<file path="src/rtl/step_updown_counter.sv">
// Up/down counter with a programmable step, bounded range,
// parallel load and selectable saturate or wrap at the bounds.
module step_updown_counter #(
    parameter int WIDTH      = 8,
    parameter int STEP_WIDTH = 4,
    parameter int MAX_VALUE  = 2**WIDTH-1,
    parameter int MIN_VALUE  = 0
) (
    input  logic                  Clk,
    input  logic                  Reset,
    input  logic                  ClkEnable,
    input  logic                  Stop,
    input  logic                  UpDownMode,
    input  logic                  WrapMode,
    input  logic                  Load,
    input  logic [WIDTH-1:0]      LoadValue,
    input  logic [STEP_WIDTH-1:0] Step,
    output logic [WIDTH-1:0]      Output,
    output logic                  LimitReachedFlag,
    output logic                  WrapPulse,
    output logic                  AtMax,
    output logic                  AtMin
);

    // One guard bit above the widest sum keeps the arithmetic signed
    // and free of intermediate overflow.
    localparam int SW = WIDTH + STEP_WIDTH + 1;
    typedef logic signed [SW-1:0] acc_t;

    localparam acc_t MAX_A   = acc_t'(MAX_VALUE);
    localparam acc_t MIN_A   = acc_t'(MIN_VALUE);
    localparam acc_t RANGE_A = acc_t'(MAX_VALUE - MIN_VALUE + 1);

    if (MIN_VALUE >= MAX_VALUE) begin : g_bad_range
        $error("step_updown_counter: MIN_VALUE must be below MAX_VALUE");
    end

    acc_t             cur;
    acc_t             stp;
    acc_t             cand;
    acc_t             ldv;
    logic [WIDTH-1:0] nxt_out;
    logic             nxt_lim;
    logic             nxt_wrap;

    // Next-state: hold, load with clamping, or step with saturate/wrap.
    always_comb begin
        cur      = acc_t'(Output);
        stp      = (acc_t'(Step) > RANGE_A) ? RANGE_A : acc_t'(Step);
        cand     = UpDownMode ? (cur + stp) : (cur - stp);
        ldv      = acc_t'(LoadValue);
        nxt_out  = Output;
        nxt_lim  = LimitReachedFlag;
        nxt_wrap = 1'b0;
        if (ClkEnable) begin
            if (Load) begin
                if (ldv > MAX_A) begin
                    nxt_out = WIDTH'(MAX_VALUE);
                    nxt_lim = 1'b1;
                end else if (ldv < MIN_A) begin
                    nxt_out = WIDTH'(MIN_VALUE);
                    nxt_lim = 1'b1;
                end else begin
                    nxt_out = LoadValue;
                    nxt_lim = 1'b0;
                end
            end else if (!Stop) begin
                if (UpDownMode && (cand > MAX_A)) begin
                    nxt_lim = 1'b1;
                    if (WrapMode) begin
                        nxt_out  = WIDTH'(cand - RANGE_A);
                        nxt_wrap = 1'b1;
                    end else begin
                        nxt_out = WIDTH'(MAX_VALUE);
                    end
                end else if (!UpDownMode && (cand < MIN_A)) begin
                    nxt_lim = 1'b1;
                    if (WrapMode) begin
                        nxt_out  = WIDTH'(cand + RANGE_A);
                        nxt_wrap = 1'b1;
                    end else begin
                        nxt_out = WIDTH'(MIN_VALUE);
                    end
                end else begin
                    nxt_out = WIDTH'(cand);
                    nxt_lim = 1'b0;
                end
            end
        end
    end

    // State register with asynchronous reset to the lower bound.
    always_ff @(posedge Clk or posedge Reset) begin
        if (Reset) begin
            Output           <= WIDTH'(MIN_VALUE);
            LimitReachedFlag <= 1'b0;
            WrapPulse        <= 1'b0;
        end else begin
            Output           <= nxt_out;
            LimitReachedFlag <= nxt_lim;
            WrapPulse        <= nxt_wrap;
        end
    end

    assign AtMax = (Output == WIDTH'(MAX_VALUE));
    assign AtMin = (Output == WIDTH'(MIN_VALUE));

endmodule
</file>
<file path="config.mk">
export PLATFORM = sky130hd
export DESIGN_NAME = step_updown_counter
export DESIGN_NICKNAME = d
export VERILOG_FILES = /design/src/rtl/step_updown_counter.sv
export SDC_FILE = /design/constraint.sdc
export NUM_CORES = 1
export LEC_CHECK = 0
export ABC_AREA = 1
export BUFFER_PORTS_ARGS = -buffer_cell sky130_fd_sc_hd__buf_4
export CAP_MARGIN = 15
export CORE_MARGIN = 5
export CORE_UTILIZATION = 46
export DETAILED_ROUTE_END_ITERATION = 16
export HOLD_SLACK_MARGIN = 0.05
export MAX_ROUTING_LAYER = met4
export PLACE_DENSITY = 0.74
export SLEW_MARGIN = 20
export SYNTH_ARGS = -nofsm -noshare
export SYNTH_HDL_FRONTEND = slang
export SYNTH_SLANG_ARGS = --single-unit
export TNS_END_PERCENT = 5
</file>
<file path="constraint.sdc">
create_clock -name Clk -period 1.7 [get_ports Clk]
set_input_delay 0.085 -clock Clk [delete_from_list [all_inputs] [get_ports Clk]]
set_output_delay 0.085 -clock Clk [all_outputs]
set_load 0.01 [all_outputs]
</file>
== Word level (Yosys, flattened, before mapping) ==
Cells that the tools add are included.

* Flip-flop bits (word level): 10
* Word-level logic and storage cells: 33
* Output and inout bits: 12
* Input port bits: 19

* Order comparisons: 2
* Add/subtract/negate cells: 4
* Equal/unequal tests: 2
* Muxes and demuxes: 17
* Reductions and logical operators: 5

{| class="wikitable"
|+ Operators by type and width
! operator !! count
|-
| two-way mux 8 bit || 6
|-
| greater-than comparator 13 x 9 -> 1 bit (second input constant) || 1
|-
| < comparator 13 x 1 -> 1 bit (second input constant) || 1
|-
| two-way mux 13 bit || 1
|-
| two-way mux 1 bit || 10
|-
| adder 8 x 4 -> 9 bit || 1
|-
| subtractor 8 x 4 -> 9 bit || 1
|-
| adder 8 x 1 -> 8 bit (second input constant) || 1
|-
| == test 8 bit (second input constant) || 1
|-
| logical NOT 8 bit || 1
|-
| subtractor 8 x 1 -> 8 bit (second input constant) || 1
|-
| logical AND 1 bit || 2
|-
| != test 2 x 1 -> 1 bit (second input constant) || 1
|-
| AND reduction 2 bit || 1
|-
| logical NOT 1 bit || 1
|}

== Longest topological paths before layout ==
* Depth after elaboration: 9
* Gate-level depth with buffers: 14
* Mapped depth without buffers: 14

== Least setup slack after synthesis ==
OpenSTA, ideal clock, no wires.

* Kind: flip-flop to flip-flop
* From: reg Output[0]
* To: reg Output[0]
* Path slack: -223 ps
* Data required time: 1571 ps
* Setup time: 129 ps
* Cell stages (with the launch flop): 15
* Path buffers: 0
* Clock period less this slack: 1923 ps
* Arrival: 1794 ps
* Cells stage by stage: dfrtp_1 inv_1 ha_1 inv_1 fa_1 nand2_1 nand2_1 nand2_1 nand2_2 nor2_2 nand2_4 inv_2 nor2_1 nor2_1 o22ai_1

* Word-level cells in the longest chain between the ends: 8
* Elaborated cells on any way between the ends: 15
* Classes of those cells: 4 x add/sub; 2 x order compare; 7 x mux; 2 x reduce/logical

{| class="wikitable"
|+ Ends and longest elaborated chain
! what !! line !! text
|-
| start, declared || 18 || <nowiki>output logic [WIDTH-1:0] Output,</nowiki>
|-
| start signal, assigned || 95 || <nowiki>Output <= WIDTH'(MIN_VALUE);</nowiki>
|-
| start signal, assigned || 99 || <nowiki>Output <= nxt_out;</nowiki>
|-
| subtractor 8 x 4 -> 9 bit / adder 8 x 4 -> 9 bit (equally long branches) || 50 || <nowiki>cand = UpDownMode ? (cur + stp) : (cur - stp);</nowiki>
|-
| two-way mux 13 bit * || 50 ||
|-
| < comparator 13 x 1 -> 1 bit / adder 8 x 1 -> 8 bit (equally long branches) || 76, 79 ||
|-
| logical AND 1 bit / two-way mux 8 bit (equally long branches) || 76, 78 ||
|-
| two-way mux 8 bit || 76 || <nowiki>end else if (!UpDownMode && (cand < MIN_A)) begin</nowiki>
|-
| two-way mux 8 bit * || 68 || <nowiki>if (UpDownMode && (cand > MAX_A)) begin</nowiki>
|-
| two-way mux 8 bit * || 67 || <nowiki>end else if (!Stop) begin</nowiki>
|-
| two-way mux 8 bit * || 56 || <nowiki>if (Load) begin</nowiki>
|}

Every way passes the cells marked *; elsewhere a longest branch is shown, timed or not. The select of a mux whose other input is x is not followed.
A chain may end at the register's enable or synchronous reset.

== Final worst setup path ==
* From: reg Output[0]
* To: reg LimitReachedFlag

* Word-level cells in the longest chain between the ends: 8
* Elaborated cells on any way between the ends: 11
* Classes of those cells: 2 x add/sub; 2 x order compare; 5 x mux; 2 x reduce/logical

{| class="wikitable"
|+ Ends and longest elaborated chain
! what !! line !! text
|-
| subtractor 8 x 4 -> 9 bit / adder 8 x 4 -> 9 bit (equally long branches) || 50 ||
|-
| two-way mux 13 bit * || 50 ||
|-
| < comparator 13 x 1 -> 1 bit || 76 ||
|-
| logical AND 1 bit || 76 ||
|-
| two-way mux 1 bit || 76 ||
|-
| two-way mux 1 bit * || 68 ||
|-
| two-way mux 1 bit * || 67 ||
|-
| two-way mux 1 bit * || 56 ||
|-
| end signal, assigned || 100 || <nowiki>LimitReachedFlag <= nxt_lim;</nowiki>
|-
| end, declared || 19 || <nowiki>output logic LimitReachedFlag,</nowiki>
|}

Marks and branches as above.

==> impl_metrics.csv <==
group,metric,value,unit
sta,holdWs,0.0634,ns
clock_tree,htree_levels,1,
sta,tightest_slew,0.485,ns
critical_path,cp_cell_sequence,"ha_1 > fa_1 > nand2_1 > nand2_1 > nand2_2 > nor2_2 > o21ai_0 > o21ai_0",
critical_path,crit_path_max_incr_delay,0.40,ns
floorplan,coreArea,2210,um2
final_layout,stdcell_count,231,
synth,syn_area_per_cell,6.49,um2
sta,slew_headroom,67.3,%
pwr,powerDensity,814,nW/um2
sta,max_freq,0.528,GHz
route,drc,0,
route,viasPerCell,4.94,
critical_path,crit_type,"flip-flop to flip-flop",
route,drtIter0Drc,27,
route,dr.pass1.iters,4,
grt,grt_max_degree,13,
sta,fin_crit,1.89,ns
final_layout,drive_gt1_share,31.0,%
sta,final.setup.tns,-1.38,ns
placement,routabilityCongestion,0.848,
floorplan,dieHeight,58.0,um
critical_path,arrival,2.03,ns
critical_path,crit_family,"adder cells",
route,wl_per_cell,12.1,um
synth,syn_area,1060,um2
grt,grt_pass1_wl,4640,um
pwr,p_switching,487,uW
placement,dpl.cell_count,225,
synth,synthTopCellsByArea,"dfrtp_1, nand2_1, ha_1",
synth,synth_xor_area_share,0.827,%
floorplan,initial_utilization,47.9,%
critical_path,cp-end-kind,"flip-flop",
final_layout,utilization,64.8,%
clock_tree,root_buffer,"clkbuf_4",
grt,gr-total-overflow,0,
sta,period_share,111,%
final_layout,syn_to_final_growth,35.5,%
pwr,combinationalPowerShare,53.8,%
sta,finalMaxSlewViolations,0,
clock_tree,cts_tree,"yes",
floorplan,fp.dieW,58.0,um
critical_path,path_buf_inv,0,
synth,syn-num-nets,193,
hold_path,hold_class,"primary input to flip-flop",
final_layout,multi_input_area,739,um2
final_layout,fill_cells,201,
synth,synth_common_cells,"nand2_1, nor2_1, inv_1",
final_layout,nets,234,
synth,synth_most_common_cell,"nand2_1",
pwr,intPower,681,uW
synth,ys.flop_type,"dfrtp_1",
floorplan,io-pin-count,31,
clock_tree,cts-buffers-inserted,3,
status,status,"complete, but fails checks",
final_layout,n_antenna_cell,0,
pwr,total_leakage_power,0.000782,uW
critical_path,crit_fanout,3,
pwr,switching_share,41.7,%
critical_path,start_kind,"flip-flop",
synth,synth_async_sr_flop_share,100,%
synth,yosys.area.top_type,"dfrtp_1",
route,wl,2800,um
synth,synth_top_family_by_area,"simple AND/OR/NAND/NOR gates",
floorplan,die_area,3360,um2
run,maxCapViolCount,0,
sta,hold_viol_final,0,
synth,yosysSeqAreaShare,23.6,%
placement,numPortBuffers,30,
sta,rsz0062_at_grt,"true",
route,vias,1140,
clock_tree,clkLatencyLatePin,0.26,ns
clock_tree,clock_sinks,10,
pwr,irDropWorstVdd,591,uV
floorplan,rows,17,
synth,synthMuxAreaShare,0,%
sta,finalClockSkew,0.00144,ns
route,antenna_left,0,
status,violations,"negative setup slack",
placement,post-dp-hpwl,2240,um
sta,setup_violations,10,
synth,synth.distinct_cells,25,
sta,setup_ws,-0.193,ns
synth,synth-simple-area-share,39.7,%
clock_tree,clkTransAtPathRegs,0.07,ns
pwr,pwr-share-seq,28.1,%
synth,synthAdderAreaFrac,14.4,%
critical_path,cp_slowest_cell,"dfrtp_1",
synth,synth_edf_count,0,
synth,netlist_instances,163,
synth,yosysWarnings,0,
pwr,totalPowerFinal,1170,uW
grt,grt_usage,17.8,%
synth,synth_top_area_share,23.6,%
grt,antenna_found_initial,0,
critical_path,worstPathRequired,1.84,ns
grt,grt_pass1_vias,1079,
final_layout,regArea,250,um2
pwr,clkPwrFrac,18.2,%
synth,ys_ff_latch,10,
clock_tree,clock_path_buffers,2,
synth,synth-compound-area-share,12.1,%
-- power by group through the flow --
stage	sequential [uW]	combinational (uW)	clock, uW
final	328	628	212
after global routing	335	705	232
after CTS	326	618	221
after detailed placement	331	597	0
after global placement	330	592	0
after floorplan	350	355	0
-- final timing paths --
check	start	end	slack, ns	cells after the start
max in group asynchronous	Reset	Output[1]$_DFFE_PP0P_	1.06	3
max reg2reg	Output[0]$_DFFE_PP0P_	LimitReachedFlag$_DFFE_PP0P_	-0.19	8
min reg2reg	LimitReachedFlag$_DFFE_PP0P_	LimitReachedFlag$_DFFE_PP0P_	0.50	2
max	Output[0]$_DFFE_PP0P_	LimitReachedFlag$_DFFE_PP0P_	-0.19	8
min	Stop	WrapPulse$_DFF_PP0_	0.06	4
min in group asynchronous	Reset	LimitReachedFlag$_DFFE_PP0P_	0.36	3
-- cells in the final DEF, fill, tap and decap left out, drive strengths merged, types with 2 or more instances in the layout --
master and instances:
a21oi 7, buf 37, clkbuf 4, dfrtp 10, fa 2, ha 9
inv 21, nand2 50, nand3 14, nand4 2, nor2 28, nor3 2
o21ai 12
-- registers in the layout, indices dropped and copies added (netlist names) --
signal,flops
Output,8
LimitReachedFlag,1
WrapPulse,1
-- logic make-up (layout without fill, tap and decap cells) --
group           after synthesis  in the layout
flops                        10             10
compound gates               21             21
simple gates                 96             96
buf+inv                      24             64
xor+xnor                      1              1
fa+ha+maj                    11             11
-- stage by stage --
| step | cell area (um2) | setup slack [ns] |
|---|---|---|
| CTS | 1430 | -0.188 |
| global route | 1430 | -0.318 |
| global placement | 1360 | -0.177 |
| floorplan | 1070 | -0.140 |
| finish | 1430 | -0.193 |
| detailed placement | 1360 | -0.236 |
-- cell type report --
class	instances	share of cell area (%)
Clock buffer	4	2.53
Inverter	22	5.93
Multi-Input combinational cell	129	51.6
Sequential cell	10	17.5
Tap cell	28	2.44
Timing Repair Buffer	38	20.1
-- repair_timing --
item	CTS	global route
setup endpoints to repair	10	10
resized for setup	3	2
buffers inserted	1	0
pin swaps	3	0
hold endpoints to repair	10	0
hold buffers	1	0
-- layer usage --
layer	wire length, um	track usage (%)	share of wire [%]	vias up
met3	134	0.668	4.8	4
met5	0	-	0	-
met4	29	6.95	1.0	0
li1	-	-	-	594
met1	1290	22.8	46	514
met2	1350	29.5	48	28
-- worst min-delay path: cells and delay by family --
| family | cells | cell delay [ns] |
|---|---|---|
| buf+inv | 2 | 0.12 |
| simple gates | 2 | 0.10 |
Note: power is estimated with default switching activity, not from simulation.
